===== src/rtl/uart_tx_pkg.sv =====
`default_nettype none
// ============================================================================
// Module   : uart_tx_pkg
// Purpose  : Shared FSM state type, register offsets and STATUS/CTRL bit map
//            for the memory-mapped UART transmitter.
// Revision : 1.0  initial release
// ============================================================================
package uart_tx_pkg;

    typedef enum logic [2:0] {
        ST_IDLE   = 3'd0,
        ST_START  = 3'd1,
        ST_DATA   = 3'd2,
        ST_PARITY = 3'd3,
        ST_STOP   = 3'd4
    } uart_state_t;

    // Register select values taken from A[3:2]
    localparam logic [1:0] c_REG_TXDATA = 2'd0;
    localparam logic [1:0] c_REG_STATUS = 2'd1;
    localparam logic [1:0] c_REG_CTRL   = 2'd2;

    localparam int c_STAT_BUSY      = 0;
    localparam int c_STAT_FULL      = 1;
    localparam int c_STAT_EMPTY     = 2;
    localparam int c_STAT_OVF       = 3;
    localparam int c_STAT_COUNT_LSB = 8;

    localparam int c_CTRL_IRQ_EN    = 0;
    localparam int c_CTRL_ODD       = 1;

endpackage
`default_nettype wire


===== src/rtl/uart_tx_mmio_if.sv =====
`default_nettype none
// ============================================================================
// Module   : uart_tx_mmio_if
// Purpose  : Data-memory style bus (WE/A/WD/RD) between core and peripheral.
// Revision : 1.0  initial release
// ============================================================================
interface uart_tx_mmio_if;
    logic        WE;
    logic [31:0] A;
    logic [31:0] WD;
    logic [31:0] RD;

    modport master (output WE, output A, output WD, input RD);
    modport slave  (input WE, input A, input WD, output RD);
endinterface
`default_nettype wire


===== src/rtl/uart_tx_fifo.sv =====
`default_nettype none
// ============================================================================
// Module   : uart_tx_fifo
// Purpose  : Synchronous FIFO with combinational head output; pushes while
//            full and pops while empty are ignored.
// Revision : 1.0  initial release
// ============================================================================
module uart_tx_fifo #(
    parameter  int DEPTH = 8,
    parameter  int WIDTH = 8,
    localparam int AW    = $clog2(DEPTH)
) (
    input  wire logic             clk,
    input  wire logic             rst,
    input  wire logic             i_push,
    input  wire logic [WIDTH-1:0] i_din,
    input  wire logic             i_pop,
    output logic      [WIDTH-1:0] o_dout,
    output logic                  o_full,
    output logic                  o_empty,
    output logic      [AW:0]      o_count
);
    localparam logic [AW-1:0] c_PTR_ONE = AW'(1);
    localparam logic [AW:0]   c_CNT_ONE = (AW+1)'(1);
    localparam logic [AW:0]   c_CNT_MAX = (AW+1)'(DEPTH);

    logic [WIDTH-1:0] r_mem [DEPTH];
    logic [AW-1:0]    r_wr_ptr;
    logic [AW-1:0]    r_rd_ptr;
    logic [AW:0]      r_count;
    logic             w_do_push;
    logic             w_do_pop;

    assign o_full    = (r_count == c_CNT_MAX);
    assign o_empty   = (r_count == '0);
    assign o_count   = r_count;
    assign o_dout    = r_mem[r_rd_ptr];
    assign w_do_push = i_push & ~o_full;
    assign w_do_pop  = i_pop & ~o_empty;

    always_ff @(posedge clk) begin
        if (w_do_push) begin
            r_mem[r_wr_ptr] <= i_din;
        end
    end

    always_ff @(posedge clk or posedge rst) begin
        if (rst) begin
            r_wr_ptr <= '0;
            r_rd_ptr <= '0;
            r_count  <= '0;
        end else begin
            if (w_do_push) r_wr_ptr <= r_wr_ptr + c_PTR_ONE;
            if (w_do_pop)  r_rd_ptr <= r_rd_ptr + c_PTR_ONE;
            case ({w_do_push, w_do_pop})
                2'b10:   r_count <= r_count + c_CNT_ONE;
                2'b01:   r_count <= r_count - c_CNT_ONE;
                default: r_count <= r_count;
            endcase
        end
    end
endmodule
`default_nettype wire


===== src/rtl/uart_tx_mmio.sv =====
`default_nettype none
// ============================================================================
// Module   : uart_tx_mmio
// Purpose  : Memory-mapped 8N1 UART transmitter with TX FIFO, STATUS/CTRL
//            registers and drained interrupt. Define UART_TX_PARITY_EN to
//            add a parity bit (CTRL bit1 selects odd parity).
// Revision : 1.0  initial release
// ============================================================================
module uart_tx_mmio
    import uart_tx_pkg::*;
#(
    parameter logic [31:0] BASE_ADDR  = 32'h0000_1000,
    parameter int          CLK_DIV    = 16,
    parameter int          FIFO_DEPTH = 8
) (
    input  wire logic      clk,
    input  wire logic      rst,
    uart_tx_mmio_if.slave  bus,
    output logic           tx,
    output logic           irq
);
    localparam int          c_BW          = $clog2(CLK_DIV);
    localparam int          c_AW          = $clog2(FIFO_DEPTH);
    localparam logic [c_BW-1:0] c_BAUD_RELOAD = c_BW'(CLK_DIV - 1);
    localparam logic [c_BW-1:0] c_BAUD_ONE    = c_BW'(1);

    uart_state_t     r_state;
    logic [c_BW-1:0] r_baud;
    logic [2:0]      r_bit_idx;
    logic [7:0]      r_shift;
    logic            r_tx;
    logic            r_ovf;
    logic            r_irq_en;
    logic            r_odd;

    logic            w_hit;
    logic [1:0]      w_sel;
    logic            w_wr;
    logic            w_push_req;
    logic            w_pop;
    logic            w_busy;
    logic            w_baud_done;
    logic [7:0]      w_dout;
    logic            w_full;
    logic            w_empty;
    logic [c_AW:0]   w_count;
    logic [31:0]     w_rd;
    logic            w_unused;

    assign w_hit       = (bus.A[31:4] == BASE_ADDR[31:4]);
    assign w_sel       = bus.A[3:2];
    assign w_wr        = w_hit & bus.WE;
    assign w_push_req  = w_wr & (w_sel == c_REG_TXDATA);
    assign w_busy      = (r_state != ST_IDLE);
    assign w_baud_done = (r_baud == '0);
    // Head byte leaves the FIFO when a frame starts from idle or chains on
    assign w_pop       = ~w_empty & ((r_state == ST_IDLE) |
                                     ((r_state == ST_STOP) & w_baud_done));
    assign w_unused    = &{1'b0, bus.A[1:0], bus.WD[31:8]};

    uart_tx_fifo #(
        .DEPTH (FIFO_DEPTH),
        .WIDTH (8)
    ) u_fifo (
        .clk     (clk),
        .rst     (rst),
        .i_push  (w_push_req),
        .i_din   (bus.WD[7:0]),
        .i_pop   (w_pop),
        .o_dout  (w_dout),
        .o_full  (w_full),
        .o_empty (w_empty),
        .o_count (w_count)
    );

    always_comb begin
        w_rd = '0;
        if (w_hit) begin
            case (w_sel)
                c_REG_STATUS: begin
                    w_rd[c_STAT_BUSY]                   = w_busy;
                    w_rd[c_STAT_FULL]                   = w_full;
                    w_rd[c_STAT_EMPTY]                  = w_empty;
                    w_rd[c_STAT_OVF]                    = r_ovf;
                    w_rd[c_STAT_COUNT_LSB +: c_AW+1]    = w_count;
                end
                c_REG_CTRL: begin
                    w_rd[c_CTRL_IRQ_EN] = r_irq_en;
                    w_rd[c_CTRL_ODD]    = r_odd;
                end
                default: w_rd = '0;
            endcase
        end
    end

    assign bus.RD = w_rd;
    assign tx     = r_tx;
    assign irq    = r_irq_en & w_empty & ~w_busy;

    always_ff @(posedge clk or posedge rst) begin
        if (rst) begin
            r_ovf    <= 1'b0;
            r_irq_en <= 1'b0;
            r_odd    <= 1'b0;
        end else begin
            if (w_push_req & w_full) begin
                r_ovf <= 1'b1;
            end else if (w_wr && (w_sel == c_REG_STATUS) && bus.WD[c_STAT_OVF]) begin
                r_ovf <= 1'b0;
            end
            if (w_wr && (w_sel == c_REG_CTRL)) begin
                r_irq_en <= bus.WD[c_CTRL_IRQ_EN];
`ifdef UART_TX_PARITY_EN
                r_odd    <= bus.WD[c_CTRL_ODD];
`endif
            end
        end
    end

    always_ff @(posedge clk or posedge rst) begin
        if (rst) begin
            r_state   <= ST_IDLE;
            r_baud    <= '0;
            r_bit_idx <= '0;
            r_shift   <= '0;
            r_tx      <= 1'b1;
        end else begin
            case (r_state)
                ST_IDLE: begin
                    if (!w_empty) begin
                        r_state <= ST_START;
                        r_shift <= w_dout;
                        r_baud  <= c_BAUD_RELOAD;
                        r_tx    <= 1'b0;
                    end
                end
                ST_START: begin
                    if (w_baud_done) begin
                        r_state   <= ST_DATA;
                        r_bit_idx <= '0;
                        r_baud    <= c_BAUD_RELOAD;
                        r_tx      <= r_shift[0];
                    end else begin
                        r_baud <= r_baud - c_BAUD_ONE;
                    end
                end
                ST_DATA: begin
                    if (w_baud_done) begin
                        r_baud <= c_BAUD_RELOAD;
                        if (r_bit_idx == 3'd7) begin
`ifdef UART_TX_PARITY_EN
                            r_state <= ST_PARITY;
                            r_tx    <= (^r_shift) ^ r_odd;
`else
                            r_state <= ST_STOP;
                            r_tx    <= 1'b1;
`endif
                        end else begin
                            r_bit_idx <= r_bit_idx + 3'd1;
                            r_tx      <= r_shift[r_bit_idx + 3'd1];
                        end
                    end else begin
                        r_baud <= r_baud - c_BAUD_ONE;
                    end
                end
`ifdef UART_TX_PARITY_EN
                ST_PARITY: begin
                    if (w_baud_done) begin
                        r_state <= ST_STOP;
                        r_baud  <= c_BAUD_RELOAD;
                        r_tx    <= 1'b1;
                    end else begin
                        r_baud <= r_baud - c_BAUD_ONE;
                    end
                end
`endif
                ST_STOP: begin
                    if (w_baud_done) begin
                        // Chain straight into the next START so frames abut
                        if (!w_empty) begin
                            r_state <= ST_START;
                            r_shift <= w_dout;
                            r_baud  <= c_BAUD_RELOAD;
                            r_tx    <= 1'b0;
                        end else begin
                            r_state <= ST_IDLE;
                            r_tx    <= 1'b1;
                        end
                    end else begin
                        r_baud <= r_baud - c_BAUD_ONE;
                    end
                end
                default: begin
                    r_state <= ST_IDLE;
                    r_tx    <= 1'b1;
                end
            endcase
        end
    end
endmodule
`default_nettype wire


===== src/flat_wrapper.sv =====
// flat-port wrapper written by rule: the top's interface ports become plain ports
module uart_tx_mmio_flat import uart_tx_pkg::*;
#(
    parameter logic [31:0] BASE_ADDR  = 32'h0000_1000,
    parameter int          CLK_DIV    = 16,
    parameter int          FIFO_DEPTH = 8
)
  (clk, rst, tx, irq, bus_WE, bus_A, bus_WD, bus_RD);
  uart_tx_mmio_if bus_i ();
  input  wire logic clk;
  input  wire logic rst;
  output logic tx;
  output logic irq;
  input wire logic [$bits(bus_i.WE)-1:0] bus_WE;
  input wire logic [$bits(bus_i.A)-1:0] bus_A;
  input wire logic [$bits(bus_i.WD)-1:0] bus_WD;
  output wire logic [$bits(bus_i.RD)-1:0] bus_RD;
  assign bus_i.WE = bus_WE;
  assign bus_i.A = bus_A;
  assign bus_i.WD = bus_WD;
  assign bus_RD = bus_i.RD;
  uart_tx_mmio #(.BASE_ADDR(BASE_ADDR), .CLK_DIV(CLK_DIV), .FIFO_DEPTH(FIFO_DEPTH)) u_core (.clk(clk), .rst(rst), .bus(bus_i), .tx(tx), .irq(irq));
endmodule

===== config.mk =====
export PLATFORM = sky130hd
export DESIGN_NAME = uart_tx_mmio_flat
export DESIGN_NICKNAME = d
export VERILOG_FILES = /design/src/rtl/uart_tx_pkg.sv /design/src/rtl/uart_tx_mmio_if.sv /design/src/rtl/uart_tx_fifo.sv /design/src/rtl/uart_tx_mmio.sv /design/src/flat_wrapper.sv
export SDC_FILE = /design/constraint.sdc
export NUM_CORES = 1
export LEC_CHECK = 0
export ABC_AREA = 1
export BUFFER_PORTS_ARGS = -buffer_cell sky130_fd_sc_hd__buf_2
export CORE_ASPECT_RATIO = 1.2
export CORE_MARGIN = 1
export CORE_UTILIZATION = 61
export CTS_BUF_LIST = sky130_fd_sc_hd__clkbuf_4
export CTS_CLUSTER_DIAMETER = 40
export CTS_CLUSTER_SIZE = 16
export DETAILED_ROUTE_END_ITERATION = 10
export HOLD_SLACK_MARGIN = 0.03
export PLACE_DENSITY = 0.95
export SLEW_MARGIN = 10
export SYNTH_ARGS = -nofsm -noshare
export SYNTH_HDL_FRONTEND = slang
export SYNTH_SLANG_ARGS = --single-unit
export TNS_END_PERCENT = 50

===== constraint.sdc =====
create_clock -name clk -period 5.93 [get_ports clk]
set_input_delay 0.8895 -clock clk [delete_from_list [all_inputs] [get_ports clk]]
set_output_delay 0.8895 -clock clk [all_outputs]
set_load 0.05 [all_outputs]

==> qor.csv <==
metric,value,unit
final_common_cell,nor2_1,
fin_crit,3.10,ns
cts_buffer_depth,2,
fp.dieW,82.6,microns
crit_family,simple AND/OR/NAND/NOR gates,
postLayoutCellArea,5170,sq um
holdWs,0.496,ns
worst_slew_pin_slew,1.04,ns
final.fill_count,502,
syn_area_per_cell,9.58,sq um
synthXorXnorAreaFrac,0.0129,
setup_tns,0,ns
routed_via_density,5.56,
power_density,219,nW/um^2
rr_worst_depth,13,
hp-class,in2async,
criticalPathCategory,in2out,
num_vias,3595,
p_leak,2.23,nW
finalPower,1.13,mW
r2r-start,u_core.r_baud[0]$_DFFE_PP0P_,
antenna_found_initial,0,
track_usage,0.264,
seq_area_frac_synth,0.568,
slowest_stage,buf_2,
slowest_delay,0.29,ns
hold_viol_final,0,
cts_tree,done,
yosysWarnings,1,
synth_compound_area_frac,0.103,
synth_top_area_frac,0.405,
ctsHoldBuffers,0,
cp_num_buf_inv,2,
cts_root_buffer,clkbuf_4,
post_dp_cell_area,5020,sq um
drv_slew,0,
synthSimpleGateAreaFrac,0.189,
clock_latency,0.45,ns
io_pins,101,
rrSetupSlack,2.97,ns
start_util,0.642,
worstSetupEndpointType,output port,
syn2layout_area_growth,8.96,%
synth_top_family_by_area,simple AND/OR/NAND/NOR gates,
final_antenna_net_count,0,
grt_setup_unrepaired,no,
drc,0,
arrival,2.21,ns
cp_max_fo,6,
clk_pin_slew,0.17,ns
ir_worst_vdd,200,uV
path_cells,buf_2 -> nor2_1 -> nand2_1 -> nor2_1 -> nand2_1 -> nor2_2 -> nand2_1 -> nor3_1 -> buf_2,
synthCells,496,
cts_setup_buffers,0,
ys_top_cells_by_area,"edfxtp_1, dfrtp_1, nor2_1",
syn_area,4750,sq um
status,finished clean,
cts_inserted_buffers,9,
cpMostUsedCell,nand2_1,
cts.sinks,95,
grt_max_degree,36,
synth_fa_ha_area_frac,0.0358,
fin_worst_skew,0.0207,ns
dieArea,8140,sq um
diodes,0,
row_count,34,
synth_area_leader_cell,edfxtp_1,
muxShareOfSynthArea,0,
port-buffer-count,50,
start_kind,input pin,
utilization,0.699,
grt_pass1_vias,3613,
hpwl,6.50,mm
synth.distinct_cells,36,
max_freq,322,MHz
period_share,0.523,
worstReg2RegEnd,u_core.u_fifo.o_count[3]$_DFFE_PP0P_,
max-slew-margin-rel,0.308,
setup_violations,0,
routabilityCongestion,0.837,
firstDrtPassIters,5,
synth_seq_cells,95,
layout_common_cells,"nor2_1, nand2_1, edfxtp_1, o21ai_0, buf_2",
avgRoutedWirePerCell,14.4,microns
drt-total-wl,9.30,mm
h-tree-depth,3,
grt_pass1_wl,16.1,mm
cap_violations,0,
crit_start,bus_A[31],
drtIter0Drc,290,
fin_nets,632,
die_height,98.7,microns
grt-ovfl-total,0,
cp.required,5.04,ns
drive_gt1_frac,0.162,
core,7400,sq um
cts_resized,0,
==> metrics by stage <==
stage | instances | worst slack [ns]
global placement | 631 | 2.86
global route | 647 | 2.70
CTS | 647 | 2.83
finish | 647 | 2.83
floorplan | 519 | 2.45
detailed placement | 631 | 2.72
==> worst max path at each step <==
stage | end | cells past startpoint
2_1_floorplan | bus_RD[1] | 7
3_3_place_gp | u_core.u_fifo.o_count[3]$_DFFE_PP0P_ | 14
3_5_place_dp | u_core.u_fifo.o_count[3]$_DFFE_PP0P_ | 14
4_1_cts | bus_RD[1] | 9
5_1_grt | bus_RD[1] | 9
6_report | bus_RD[1] | 9
==> synthesized netlist by cell type <==
library cell  count
a21boi_2          1
a21oi_1           5
a21oi_2           1
a22oi_1           3
a31oi_1           1
buf_1             1
buf_2             7
buf_4            24
buf_6             1
clkbuf_1          4
clkinv_1          1
conb_1            1
dfrtp_1          30
dfstp_2           1
edfxtp_1         64
fa_1              1
ha_1             12
inv_1            47
inv_2             1
nand2_1          82
nand2_2           1
nand3_1          13
nand3_2           2
nand3b_1          1
nand4_1           5
nand4_4           1
nor2_1           88
nor2_2            3
nor2_4            1
nor3_1            9
nor3_4            2
o211ai_1         16
o21ai_0          58
o21ai_1           1
xnor2_1           3
xor2_1            4
==> cell type report <==
class                      count  area [sq um]  area share
inverter                      49           184      0.0355
tap                           90           113      0.0218
clock inverter                 7          86.3      0.0167
timing repair buffer          59           318      0.0614
sequential                    95          2700       0.522
clock buffer                   9          67.6      0.0131
multi-input combinational    338          1710       0.330
==> worst register-to-register path: stages, from the launching register on <==
cell	delay (ns)
dfrtp_1	0.42
inv_1	0.10
ha_1	0.16
inv_1	0.07
nor3_4	0.20
nor2_2	0.09
nor3_4	0.52
ha_1	0.37
ha_1	0.30
a21oi_1	0.15
nand2_1	0.08
a21oi_1	0.13
o21ai_0	0.12
xor2_1	0.16
==> metal layers <==
metal / global-route usage / part of all wire
met1: 0.318 / 0.38
met2: 0.454 / 0.53
met4: 0.121 / 0.023
met5: 0 / 0
met3: 0.0454 / 0.069
==> state kept, by name, summed over array words and instances (netlist names) <==
name / cells
u_core.r_irq_en: 1
u_core.r_baud: 4
u_core.u_fifo.o_count: 4
u_core.u_fifo.r_mem: 64
u_core.r_state: 3
u_core.u_fifo.r_rd_ptr: 3
u_core.r_ovf: 1
u_core.r_bit_idx: 3
u_core.u_fifo.r_wr_ptr: 3
u_core.tx: 1
u_core.r_shift: 8
==> logic make-up after synthesis <==
kind of cell,count (synthesis)
adder cells (fa/ha/maj),13
buffers and inverters,86
AO/OA/AOI/OAI,86
other,1
flip-flops,95
XOR/XNOR,7
AND/OR/NAND/NOR,208
==> power breakdown <==
group / internal (mW) / total (mW) / switching, mW
Combinational: 0.0126 / 0.0651 / 0.0524
Sequential: 0.708 / 0.708 / 0.00000000286
Clock: 0.109 / 0.360 / 0.252
Total: 0.830 / 1.13 / 0.304
(Power assumes the default switching activity.)
